### src/rtl/clk_divider_pkg.sv
// rtl/clk_divider_pkg.sv - shared constants and parameter checks for the clock divider
package clk_divider_pkg;

  // Widest divider chain supported; the counter and history registers are sized from WIDTH.
  localparam int WIDTH_MAX = 64;

  // Legal divider widths are 1..WIDTH_MAX.
  function automatic bit width_ok(input int w);
    return (w >= 1) && (w <= WIDTH_MAX);
  endfunction

endpackage

### src/rtl/clk_divider_edge_detect.sv
// rtl/clk_divider_edge_detect.sv - per-bit rising/falling/both strobes from registered history
module clk_divider_edge_detect
  import clk_divider_pkg::*;
#(
  parameter int WIDTH = 32
) (
  input  logic             clk,
  input  logic             rst,
  input  logic [WIDTH-1:0] in,
  output logic [WIDTH-1:0] rising,
  output logic [WIDTH-1:0] falling,
  output logic [WIDTH-1:0] both
);

  logic [WIDTH-1:0] prev_q;
  logic [WIDTH-1:0] prev_d;

  // Next history value is simply the current bus value.
  always_comb begin
    prev_d = in;
  end

  // History register; cleared together with the source so reset never yields a strobe.
  always_ff @(posedge clk or posedge rst) begin
    if (rst) begin
      prev_q <= '0;
    end else begin
      prev_q <= prev_d;
    end
  end

  // Strobes are combinational so they line up with the cycle in which the bus changes.
  always_comb begin
    rising  = in & ~prev_q;
    falling = ~in & prev_q;
    both    = rising | falling;
  end

endmodule

### src/rtl/clk_divider.sv
// rtl/clk_divider.sv - free-running binary divider with single-cycle edge strobes per stage
module clk_divider
  import clk_divider_pkg::*;
#(
  parameter int WIDTH = 32
) (
  input  logic             clk,
  input  logic             rst,
  output logic [WIDTH-1:0] out,
  output logic [WIDTH-1:0] rising,
  output logic [WIDTH-1:0] falling,
  output logic [WIDTH-1:0] both
);

  if (!width_ok(WIDTH)) begin : g_width_check
    $error("clk_divider: WIDTH must be in 1..%0d", WIDTH_MAX);
  end

  logic [WIDTH-1:0] cnt_q;
  logic [WIDTH-1:0] cnt_d;

  // Plain increment; all-ones naturally wraps to zero with no extra cycle.
  always_comb begin
    cnt_d = cnt_q + WIDTH'(1);
  end

  // Divider counter: bit i toggles at f_clk/2^(i+1).
  always_ff @(posedge clk or posedge rst) begin
    if (rst) begin
      cnt_q <= '0;
    end else begin
      cnt_q <= cnt_d;
    end
  end

  assign out = cnt_q;

  clk_divider_edge_detect #(
    .WIDTH(WIDTH)
  ) u_edge_detect (
    .clk    (clk),
    .rst    (rst),
    .in     (cnt_q),
    .rising (rising),
    .falling(falling),
    .both   (both)
  );

endmodule

### config.mk
export PLATFORM = sky130hd
export DESIGN_NAME = clk_divider
export DESIGN_NICKNAME = d
export VERILOG_FILES = /design/src/rtl/clk_divider_pkg.sv /design/src/rtl/clk_divider_edge_detect.sv /design/src/rtl/clk_divider.sv
export SDC_FILE = /design/constraint.sdc
export NUM_CORES = 1
export LEC_CHECK = 0
export ABC_AREA = 1
export ABC_CLOCK_PERIOD_IN_PS = 1400
export BUFFER_PORTS_ARGS = -buffer_cell sky130_fd_sc_hd__buf_2
export CAP_MARGIN = 30
export CORE_ASPECT_RATIO = 0.8
export CORE_MARGIN = 2
export CORE_UTILIZATION = 45
export CTS_CLUSTER_SIZE = 20
export DETAILED_ROUTE_END_ITERATION = 8
export HOLD_SLACK_MARGIN = 0.1
export PLACE_DENSITY_LB_ADDON = 0.08
export SETUP_SLACK_MARGIN = 0.02
export SYNTH_ARGS = -nofsm -noshare
export SYNTH_HDL_FRONTEND = slang
export SYNTH_HIERARCHICAL = 1
export SYNTH_SLANG_ARGS = --single-unit
### constraint.sdc
create_clock -name clk -period 1.4 [get_ports clk]
set_clock_uncertainty 0.15 [all_clocks]
set_input_delay 0.21 -clock clk [delete_from_list [all_inputs] [get_ports clk]]
set_output_delay 0.21 -clock clk [all_outputs]
set_load 0.01 [all_outputs]
==> metrics.cfg, run 1 <==
[cts]
cts_buffers=9
cts_sinks=64
h-tree-depth=3
cts_max_path_buffers=2
root_buffer=clkbuf_8

[placement]
place_ws_ns=-0.0991
place_inst=706
portBuffers=129
gp_congestion=0.859
dp_hpwl_um=6630

[outcome]
stop_stage=global routing (5_1_grt)
error=[ERROR DPL-0033] detailed placement checks failed during check placement.
status=did not finish

[yosys]
async_flop_share_pct=100
synth.cell_area_um2=3770
dominantRegCellSynth=dfrtp_1
synth-seq-cells=64
synth_edf_count=0
ys_seq_area_share_pct=42.5
syn-mean-instance-area_um2=9.00
synthCells=419
ys_warn_count=6
ys_top_cells_by_count=inv_1, nand2_1, ha_1, dfrtp_1, nor2_1
yosysMostFrequentCell=inv_1
ys_types=16
synth_top_cells_by_area=dfrtp_1, ha_1, inv_1, nand2_1, nor2_1
yosysTopAreaCell=dfrtp_1
synth_fp_nets=486
synth_top_area_share_pct=42.5

[timing]
worstEndpointType=output port
worst_endpoint=both[9]

[grt]
antenna_found_initial=1
grt_max_degree=33

[floorplanning]
die_w_um=106
core.rowCount=29
io_pins=130
start_util_pct=47.0
die_y_um=85.9

[cells by family after synthesis]
logic type	Yosys count	synth area share [%]
fa+ha+maj	65	21.6
simple gates	157	20.3
xor+xnor	15	3.88
buf+inv	117	11.6
flops	64	42.5
compound gates	1	0.133
[what timing repair did]
item | 4_1_cts
cloned | 0
pin swaps | 79
endpoints found under the setup margin | 143
resized for setup | 350
setup buffers | 64
hold buffers | 1
endpoints found under the hold margin | 64
[per-stage QoR]
step | instance area [um2] | utilization [%]
2_1_floorplan | 3790 | -
3_3_place_gp | 4950 | 61.7
3_5_place_dp | 4950 | 61.7
4_1_cts | 7370 | 91.9
==> inputs of run 2 (changes only) <==
ABC_CLOCK_PERIOD_IN_PS = 1800   (was 1400)
CORE_ASPECT_RATIO = default   (was 0.8)
CORE_UTILIZATION = 30   (was 45)
CTS_CLUSTER_SIZE = default   (was 20)
HOLD_SLACK_MARGIN = default   (was 0.1)
PLACE_DENSITY_LB_ADDON = 0.15   (was 0.08)
SETUP_SLACK_MARGIN = default   (was 0.02)
clock period = 1.8 ns   (was 1.4 ns; I/O delays follow)
==> metrics.cfg, run 2 <==
[yosys]
ys_top_cells_by_count=inv_1, nand2_1, ha_1, dfrtp_1, nor2_1  ; unchanged
post_synth_fa_ha_maj_area_fraction_pct=21.6  ; unchanged
yosysMostFrequentCell=inv_1  ; unchanged
synth_top_cells_by_area=dfrtp_1, ha_1, inv_1, nand2_1, nor2_1  ; unchanged
ys_seq_area_share_pct=42.5  ; unchanged
synthCells=419  ; unchanged
dominantRegCellSynth=dfrtp_1  ; unchanged
synth_fp_nets=486  ; unchanged
async_flop_share_pct=100  ; unchanged
synth_compound_area_share_pct=0.133  ; unchanged
synth_edf_count=0  ; unchanged
synth_top_family_by_area=adder cells  ; unchanged
synthSimpleGateAreaFrac_pct=20.3  ; unchanged
synth_mux_area_share_pct=0  ; unchanged
yosysTopAreaCell=dfrtp_1  ; unchanged
synth-seq-cells=64  ; unchanged
ys_warn_count=6  ; unchanged
syn-mean-instance-area_um2=9.00  ; unchanged
ys_types=16  ; unchanged
synth.cell_area_um2=3770  ; unchanged
synth_top_area_share_pct=42.5  ; unchanged
synthXorXnorAreaFrac_pct=3.88  ; unchanged

[drt]
via_per_inst=3.96
first_iter_violations=89
wirelength_um=8170
ant_nets=0
first_pass_iters=4
vias=2954
drc=0
wire_per_inst_um=11.0

[floorplanning]
start_util_pct=31.0  ; was 47.0%
core.rowCount=40  ; was 29
io_pins=130  ; unchanged
core_um2=12200
die_y_um=116  ; was 85.9 um
die_area_um2=13500
die_w_um=116  ; was 106 um

[grt]
grt-ovfl-total=0
grt_max_degree=33
grt_pass1_wl_um=13600
antenna_found_initial=0
grt_usage_pct=12.9
first_global_vias=2782

[timing]
fin_crit_sh_pct=95.5
relSlewSlack_pct=70.7
worst_pin_slew_ns=0.439
rsz0062_at_grt=false
holdWs_ns=0.325
maxSlewViolCount=0
fmax_mhz=582
setup_viol=0
setup_ws_ns=0.0804
hold_viol=0
setup-tns-final_ns=0
finalCriticalPeriod_ns=1.72

[critical_path]
max_stage_delay_ns=0.37
r2r-start=out[1]$_DFF_PP0_
cp_common_cell=inv_1
worstPathArrival_ns=1.30
worstPathMaxFanout=5
cp-start-kind=flop
rr_endpoint=out[20]$_DFF_PP0_
cpLargestDelayFamily=flip-flops
slowest_stage=dfrtp_1
r2r_slack_ns=0.18
path_cells=buf_6 -> inv_1 -> ha_1 -> inv_1 -> buf_2
path_buf_inv=4
critical_path_class=reg -> out
end_kind=primary output
critPathCapture=both[1]
reg2reg_depth=9
critical_path_depth=5
crit_start=out[1]$_DFF_PP0_
worst_ep_required_time_ns=1.38

[cells_and_area]
final_cell_mix=buf_2, inv_1, nand2_1
area_delta_synth_final_pct=34.4
nets=640
nFillCells=1230
fin_area_um2=5070
final_common_cell=buf_2
diodes=0
drive_gt1_share_pct=34.8

[placement]
dpl_cell_area_um2=4690  ; was 4950 um2
dp_hpwl_um=6530  ; was 6630 um
place_ws_ns=0.180  ; was -0.0991 ns
gp_congestion=0.849  ; was 0.859
portBuffers=129  ; unchanged

[run]
cap_violations=0

[outcome]
status=finished, final reports clean  ; was did not finish

[cts]
cts_sinks=64  ; unchanged
root_buffer=clkbuf_16  ; was clkbuf_8
insertion_delay_ns=0.32
h-tree-depth=3  ; unchanged
clk_pin_slew_worst_paths_ns=0.05
cts_tree=built
cts_max_path_buffers=2  ; unchanged
cts_buffers=9  ; unchanged

[power_and_ir_drop]
p_int_mw=2.59
p_per_area_nw_per_um2=636
pwr-share-clk_pct=54.1
p_seq_share_pct=44.7
p_leak_nw=3.05
power_frac_comb_pct=1.2
power_switching_mw=0.632
vdd_drop_max_uv=421
swShare_pct=19.6

[min_path]
min_path_type=reg -> reg

[run 2: cell counts after synthesis]
Identical to the previous run, type by type.
[run 2: per-stage QoR]
stage,cells,power (mW),utilization [%]
6_report,746,3.22,41.7
5_1_grt,746,3.36,41.7
4_1_cts,743,3.29,41.3
3_5_place_dp,725,1.50,38.6
3_3_place_gp,725,1.50,38.6
2_1_floorplan,419,1.49,-
[run 2: layer usage]
layer	track usage (%)	vias up	part of all wire [%]
met2	21.2	94	45
met5	0	-	0
met1	16.4	1321	47
met3	3.63	12	6.5
li1	-	1527	-
met4	4.76	0	1.5
[run 2: worst reg2reg max path, cell delays in order, from the launching register on]
cell     delay [ns]
dfrtp_1        0.37
buf_4          0.11
ha_1           0.16
inv_1          0.08
nor2_4         0.17
nand2_4        0.13
nor2_8         0.17
nand2_1        0.06
nand2_1        0.06
nand2_1        0.05
[run 2: area by class of cell]
class	count	area, um2	area share, %
Timing Repair Buffer	143	757	14.9
Multi-Input combinational cell	238	1730	34.1
Inverter	117	439	8.67
Sequential cell	64	1630	32.2
Clock buffer	13	260	5.14
Tap cell	168	210	4.15
Clock inverter	3	40.0	0.790
[run 2: cells by family (layout without fill, tap and decap cells)]
| family | after synthesis | in the layout |
|---|---|---|
| xor+xnor | 15 | 15 |
| flops | 64 | 64 |
| compound gates | 1 | 1 |
| simple gates | 157 | 157 |
| fa+ha+maj | 65 | 65 |
| buf+inv | 117 | 276 |
[run 2: power by group through the flow]
| stage | Sequential [mW] | Clock, mW | Combinational, mW |
|---|---|---|---|
| 2_1_floorplan | 1.47 | 0 | 0.0212 |
| 3_3_place_gp | 1.46 | 0 | 0.0390 |
| 3_5_place_dp | 1.46 | 0 | 0.0396 |
| 4_1_cts | 1.44 | 1.80 | 0.0414 |
| 5_1_grt | 1.44 | 1.87 | 0.0463 |
| 6_report | 1.44 | 1.74 | 0.0371 |
[run 2: what timing repair did]
action | 4_1_cts | 5_1_grt
endpoints found under the hold margin | 64 | 0
buffers inserted | 1 | 3
hold buffers | 1 | 0
endpoints found under the setup margin | 6 | 21
gates resized for setup | 5 | 19
pin swaps | 0 | 0
[run 2: worst min-delay path by stage]
stage / startpoint / end / cells past startpoint
floorplan: rst / out[0]$_DFF_PP0_ / 1
global placement: rst / u_edge_detect/prev_q[27]$_DFF_PP0_ / 3
detailed placement: rst / u_edge_detect/prev_q[27]$_DFF_PP0_ / 3
CTS: out[0]$_DFF_PP0_ / u_edge_detect/prev_q[0]$_DFF_PP0_ / 0
global route: out[10]$_DFF_PP0_ / u_edge_detect/prev_q[10]$_DFF_PP0_ / 0
finish: out[4]$_DFF_PP0_ / u_edge_detect/prev_q[4]$_DFF_PP0_ / 0
No activity file was read; power rests on OpenSTA's default activity.
==> inputs of run 3 (changes only) <==
ABC_AREA = default   (was 1)
==> metrics.cfg, run 3 <==
[yosys]
ys_warn_count=6  ; unchanged
synth-seq-cells=64  ; unchanged
ys_types=21  ; was 16
ys_seq_area_share_pct=46.4  ; was 42.5%
async_flop_share_pct=100  ; unchanged
yosysMostFrequentCell=inv_1  ; unchanged
synth.cell_area_um2=3450  ; was 3770 um2
yosysTopAreaCell=dfrtp_1  ; unchanged
synth_fp_nets=389  ; was 486
synthCells=322  ; was 419
syn-mean-instance-area_um2=10.7  ; was 9.00 um2
synth_edf_count=0  ; unchanged
synth_top_cells_by_area=dfrtp_1, ha_1, inv_1, xor2_1, xnor2_1  ; was dfrtp_1, ha_1, inv_1, nand2_1, nor2_1
ys_top_cells_by_count=inv_1, ha_1, dfrtp_1, xor2_1, xnor2_1  ; was inv_1, nand2_1, ha_1, dfrtp_1, nor2_1
synth_top_area_share_pct=46.4  ; was 42.5%
dominantRegCellSynth=dfrtp_1  ; unchanged

[cts]
insertion_delay_ns=0.33  ; was 0.32 ns
clk_pin_slew_worst_paths_ns=0.06  ; was 0.05 ns
cts_buffers=9  ; unchanged
h-tree-depth=3  ; unchanged
cts_max_path_buffers=2  ; unchanged
cts_tree=built  ; unchanged
root_buffer=clkbuf_16  ; unchanged
cts_sinks=64  ; unchanged

[drt]
wire_per_inst_um=11.3  ; was 11.0 um
wirelength_um=7430  ; was 8170 um
via_per_inst=4.12  ; was 3.96
ant_nets=0  ; unchanged
first_iter_violations=66  ; was 89
vias=2712  ; was 2954
drc=0  ; unchanged
first_pass_iters=4  ; unchanged

[outcome]
status=finished, final reports clean  ; unchanged

[timing]
setup_viol=0  ; unchanged
finalCriticalPeriod_ns=1.76  ; was 1.72 ns
fmax_mhz=568  ; was 582 MHz
fin_crit_sh_pct=97.8  ; was 95.5%
rsz0062_at_grt=true  ; was false
relSlewSlack_pct=71.9  ; was 70.7%
setup-tns-final_ns=0  ; unchanged
worst_pin_slew_ns=0.422  ; was 0.439 ns
maxSlewViolCount=0  ; unchanged
hold_viol=0  ; unchanged

[cells_and_area]
area_delta_synth_final_pct=48.1  ; was 34.4%
post-route-util_pct=45.2  ; was 41.7%
drive_gt1_share_pct=41.7  ; was 34.8%
final_common_cell=buf_2  ; unchanged
nets=578  ; was 640
final_cell_mix=buf_2, inv_1, ha_1  ; was buf_2, inv_1, nand2_1
diodes=0  ; unchanged
fin_area_um2=5120  ; was 5070 um2
nFillCells=1115  ; was 1230

[critical_path]
end_kind=primary output  ; unchanged
critical_path_depth=5  ; unchanged
cpLargestDelayFamily=flip-flops  ; unchanged
reg2reg_depth=4  ; was 9
cp_common_cell=inv_1  ; unchanged
slowest_stage=dfrtp_1  ; unchanged
worstPathArrival_ns=1.34  ; was 1.30 ns
max_stage_delay_ns=0.37  ; about the same
path_buf_inv=4  ; unchanged
worstPathMaxFanout=5  ; unchanged
critical_path_class=reg -> out  ; unchanged
path_cells=buf_4 -> inv_1 -> ha_1 -> inv_1 -> buf_2  ; was buf_6 -> inv_1 -> ha_1 -> inv_1 -> buf_2
worst_ep_required_time_ns=1.38  ; about the same
cp-start-kind=flop  ; unchanged

[floorplanning]
core.rowCount=39  ; was 40
die_y_um=111  ; was 116 um
die_w_um=111  ; was 116 um
core_um2=11300  ; was 12200 um2
start_util_pct=30.5  ; was 31.0%
die_area_um2=12400  ; was 13500 um2
io_pins=130  ; unchanged

[grt]
grt_pass1_wl_um=12400  ; was 13600 um
grt_max_degree=33  ; unchanged
grt_usage_pct=12.3  ; was 12.9%
first_global_vias=2582  ; was 2782
antenna_found_initial=0  ; unchanged
grt-ovfl-total=0  ; unchanged

[power_and_ir_drop]
vdd_drop_max_uv=458  ; was 421 uV
p_per_area_nw_per_um2=706  ; was 636 nW/um2
p_leak_nw=3.18  ; was 3.05 nW
finalPower_mw=3.61  ; was 3.22 mW

[min_path]
worst_hold_path.num_cells=0  ; unchanged
min_path_type=reg -> reg  ; unchanged

[placement]
dpl_cell_area_um2=4480  ; was 4690 um2
portBuffers=129  ; unchanged
gp_congestion=0.708  ; was 0.849
dp_hpwl_um=5490  ; was 6530 um

[run]
cap_violations=0  ; unchanged

==> run 3: cell type report <==
type | instances | area, um2 | area share [%]
Sequential cell | 64 | 1610 | 31.5
Inverter | 102 | 383 | 7.48
Clock inverter | 6 | 130 | 2.54
Clock buffer | 10 | 239 | 4.67
Multi-Input combinational cell | 152 | 1490 | 29.2
Tap cell | 143 | 179 | 3.50
Timing Repair Buffer | 182 | 1080 | 21.1
==> run 3: kinds of logic (layout without fill, tap and decap cells) <==
| kind of cell | count (synthesis) | after routing | synth area share (%) |
|---|---|---|---|
| simple gates | 57 | 57 | 10.8 |
| fa+ha+maj | 65 | 65 | 23.5 |
| xor+xnor | 30 | 30 | 7.61 |
| flops | 64 | 64 | 46.4 |
| buf+inv | 106 | 300 | 11.7 |
==> run 3: timing repair <==
action                                  CTS  global route
endpoints found under the setup margin    3            24
pin swaps                                 0             2
setup buffers                             1            21
hold buffers                              1             0
endpoints found under the hold margin    64             0
gates resized for setup                   2            21
==> run 3: power breakdown <==
group / total (mW) / switching, mW / internal (mW)
clock: 2.14 / 0.614 / 1.52
sequential: 1.44 / 0 / 1.44
combinational: 0.0359 / 0.0290 / 0.00689
total: 3.61 / 0.643 / 2.97
==> run 3: path summary, 6_finish.rpt <==
path,startpoint,to,slack [ns]
worst max-delay path,out[0]$_DFF_PP0_,both[0],0.04
worst min-delay path,out[20]$_DFF_PP0_,u_edge_detect/prev_q[20]$_DFF_PP0_,0.31
worst max register to register,out[8]$_DFF_PP0_,out[29]$_DFF_PP0_,0.08
worst min register to register,out[20]$_DFF_PP0_,u_edge_detect/prev_q[20]$_DFF_PP0_,0.31
max in group asynchronous,rst,out[29]$_DFF_PP0_,0.73
min in group asynchronous,rst,u_edge_detect/prev_q[12]$_DFF_PP0_,0.38
==> run 3: layer usage <==
layer  vias up  track usage, %  share of wire (%)
met5         -               0                  0
met2        80            20.0                 47
met1      1274            15.4                 46
met4         0            4.69                1.4
met3         8            3.72                5.7
li1       1350               -                  -
==> run 3: through the flow <==
| stage | instances | hold WS (ns) | setup WS, ns |
|---|---|---|---|
| floorplan | 322 | 0.236 | 0.0702 |
| finish | 659 | 0.314 | 0.0392 |
| global placement | 620 | 0.175 | 0.117 |
| detailed placement | 620 | 0.180 | 0.0626 |
| global route | 659 | 0.335 | -0.0519 |
| CTS | 638 | 0.360 | 0.0105 |
==> inputs of run 4 (changes only) <==
CTS_BUF_LIST = sky130_fd_sc_hd__clkbuf_16   (was default)
==> metrics.cfg, run 4 (synthesis gave the netlist of run 3 again) <==
[placement]
dp_hpwl_um=5490  ; unchanged
place_inst=620  ; unchanged
portBuffers=129  ; unchanged
gp_congestion=0.708  ; unchanged

[drt]
drc=0  ; unchanged
ant_nets=0  ; unchanged
first_iter_violations=65  ; was 66
via_per_inst=4.11  ; was 4.12
vias=2710  ; was 2712
wirelength_um=7430  ; about the same
first_pass_iters=4  ; unchanged
wire_per_inst_um=11.3  ; about the same

[floorplanning]
core.rowCount=39  ; unchanged
start_util_pct=30.5  ; unchanged
die_y_um=111  ; unchanged
core_um2=11300  ; unchanged
io_pins=130  ; unchanged
die_w_um=111  ; unchanged
die_area_um2=12400  ; unchanged

[cts]
clk_pin_slew_worst_paths_ns=0.06  ; about the same
h-tree-depth=3  ; unchanged
root_buffer=clkbuf_16  ; unchanged
cts_sinks=64  ; unchanged
cts_max_path_buffers=2  ; unchanged
cts_tree=built  ; unchanged
insertion_delay_ns=0.33  ; about the same
cts_buffers=9  ; unchanged

[critical_path]
critical_path_class=reg -> out  ; unchanged
cpLargestDelayFamily=flip-flops  ; unchanged
worstPathArrival_ns=1.34  ; about the same
worst_ep_required_time_ns=1.38  ; about the same
path_buf_inv=4  ; unchanged
slowest_stage=dfrtp_1  ; unchanged
max_stage_delay_ns=0.37  ; about the same
worstPathMaxFanout=5  ; unchanged
cp-start-kind=flop  ; unchanged
end_kind=primary output  ; unchanged
cp_common_cell=inv_1  ; unchanged
path_cells=buf_4 -> inv_1 -> ha_1 -> inv_1 -> buf_2  ; unchanged

[timing]
setup_viol=0  ; unchanged
relSlewSlack_pct=71.9  ; about the same
fin_crit_sh_pct=97.8  ; about the same
fmax_mhz=568  ; about the same
hold_viol=0  ; unchanged
finalCriticalPeriod_ns=1.76  ; about the same
maxSlewViolCount=0  ; unchanged
rsz0062_at_grt=true  ; unchanged
worst_pin_slew_ns=0.422  ; about the same

[grt]
grt_max_degree=33  ; unchanged
antenna_found_initial=0  ; unchanged
grt_pass1_wl_um=12400  ; unchanged
grt_usage_pct=12.3  ; unchanged
grt-ovfl-total=0  ; unchanged
first_global_vias=2585  ; was 2582

[cells_and_area]
drive_gt1_share_pct=41.5  ; was 41.7%
diodes=0  ; unchanged
final_cell_count_no_fill=659  ; unchanged
area_delta_synth_final_pct=47.8  ; was 48.1%
final_cell_mix=buf_2, inv_1, ha_1  ; unchanged
final_common_cell=buf_2  ; unchanged
post-route-util_pct=45.1  ; was 45.2%
nets=578  ; unchanged

[outcome]
status=finished, final reports clean  ; unchanged

[min_path]
min_path_type=reg -> reg  ; unchanged

[power_and_ir_drop]
p_per_area_nw_per_um2=699  ; was 706 nW/um2
p_leak_nw=3.18  ; about the same
vdd_drop_max_uv=458  ; about the same

[run]
cap_violations=0  ; unchanged

[run 4: cell types whose count changed in the layout (fill, tap and decap cells not counted)]
cell | previous run | this run
clkbuf_8 | 1 | 0
clkinv_1 | 0 | 1
[run 4: repair_timing]
item,4_1_cts,5_1_grt
cloned,0,0
resized for setup,2,21
endpoints found under the hold margin,64,0
setup buffers,1,21
setup endpoints to repair,3,24
pin swaps,0,2
hold buffers,1,0
[run 4: cell type report]
cell class / count / area [um2]
inverter: 102 / 383
clock inverter: 7 / 134
timing repair buffer: 182 / 1080
clock buffer: 9 / 225
sequential: 64 / 1610
tap: 143 / 179
fill: 1114 / 6210
multi-input combinational: 152 / 1490
[run 4: layer usage]
metal	global-route usage, %	part of all wire, %	vias up
li1	-	-	1350
met1	15.4	45	1272
met2	20.0	47	80
met3	3.72	5.7	8
met4	4.69	1.4	0
met5	0	0	-
[run 4: final timing paths]
path | from | endpoint | slack (ns) | cells after the start
min reg2reg | out[20]$_DFF_PP0_ | u_edge_detect/prev_q[20]$_DFF_PP0_ | 0.31 | 0
max reg2reg | out[8]$_DFF_PP0_ | out[29]$_DFF_PP0_ | 0.08 | 4
max in group asynchronous | rst | out[29]$_DFF_PP0_ | 0.73 | 4
min | out[20]$_DFF_PP0_ | u_edge_detect/prev_q[20]$_DFF_PP0_ | 0.31 | 0
min in group asynchronous | rst | u_edge_detect/prev_q[12]$_DFF_PP0_ | 0.38 | 4
max | out[0]$_DFF_PP0_ | both[0] | 0.04 | 5
[run 4: per-stage QoR]
step	hold slack (ns)	power (mW)	setup WS (ns)	cell area [um2]	setup TNS, ns
4_1_cts	0.360	3.63	0.0105	4860	0
5_1_grt	0.335	3.71	-0.0519	5110	-0.0607
2_1_floorplan	0.236	1.49	0.0702	3450	0
3_5_place_dp	0.180	1.50	0.0626	4480	0
6_report	0.313	3.57	0.0392	5110	0
3_3_place_gp	0.175	1.50	0.117	4480	0
[run 4: where the power goes]
group          internal [mW]  total [mW]  switching, mW  leakage [nW]
combinational        0.00689      0.0359         0.0290          2.14
sequential              1.44        1.44              0         0.857
clock                   1.48        2.09          0.611         0.177
total                   2.93        3.57          0.640          3.18
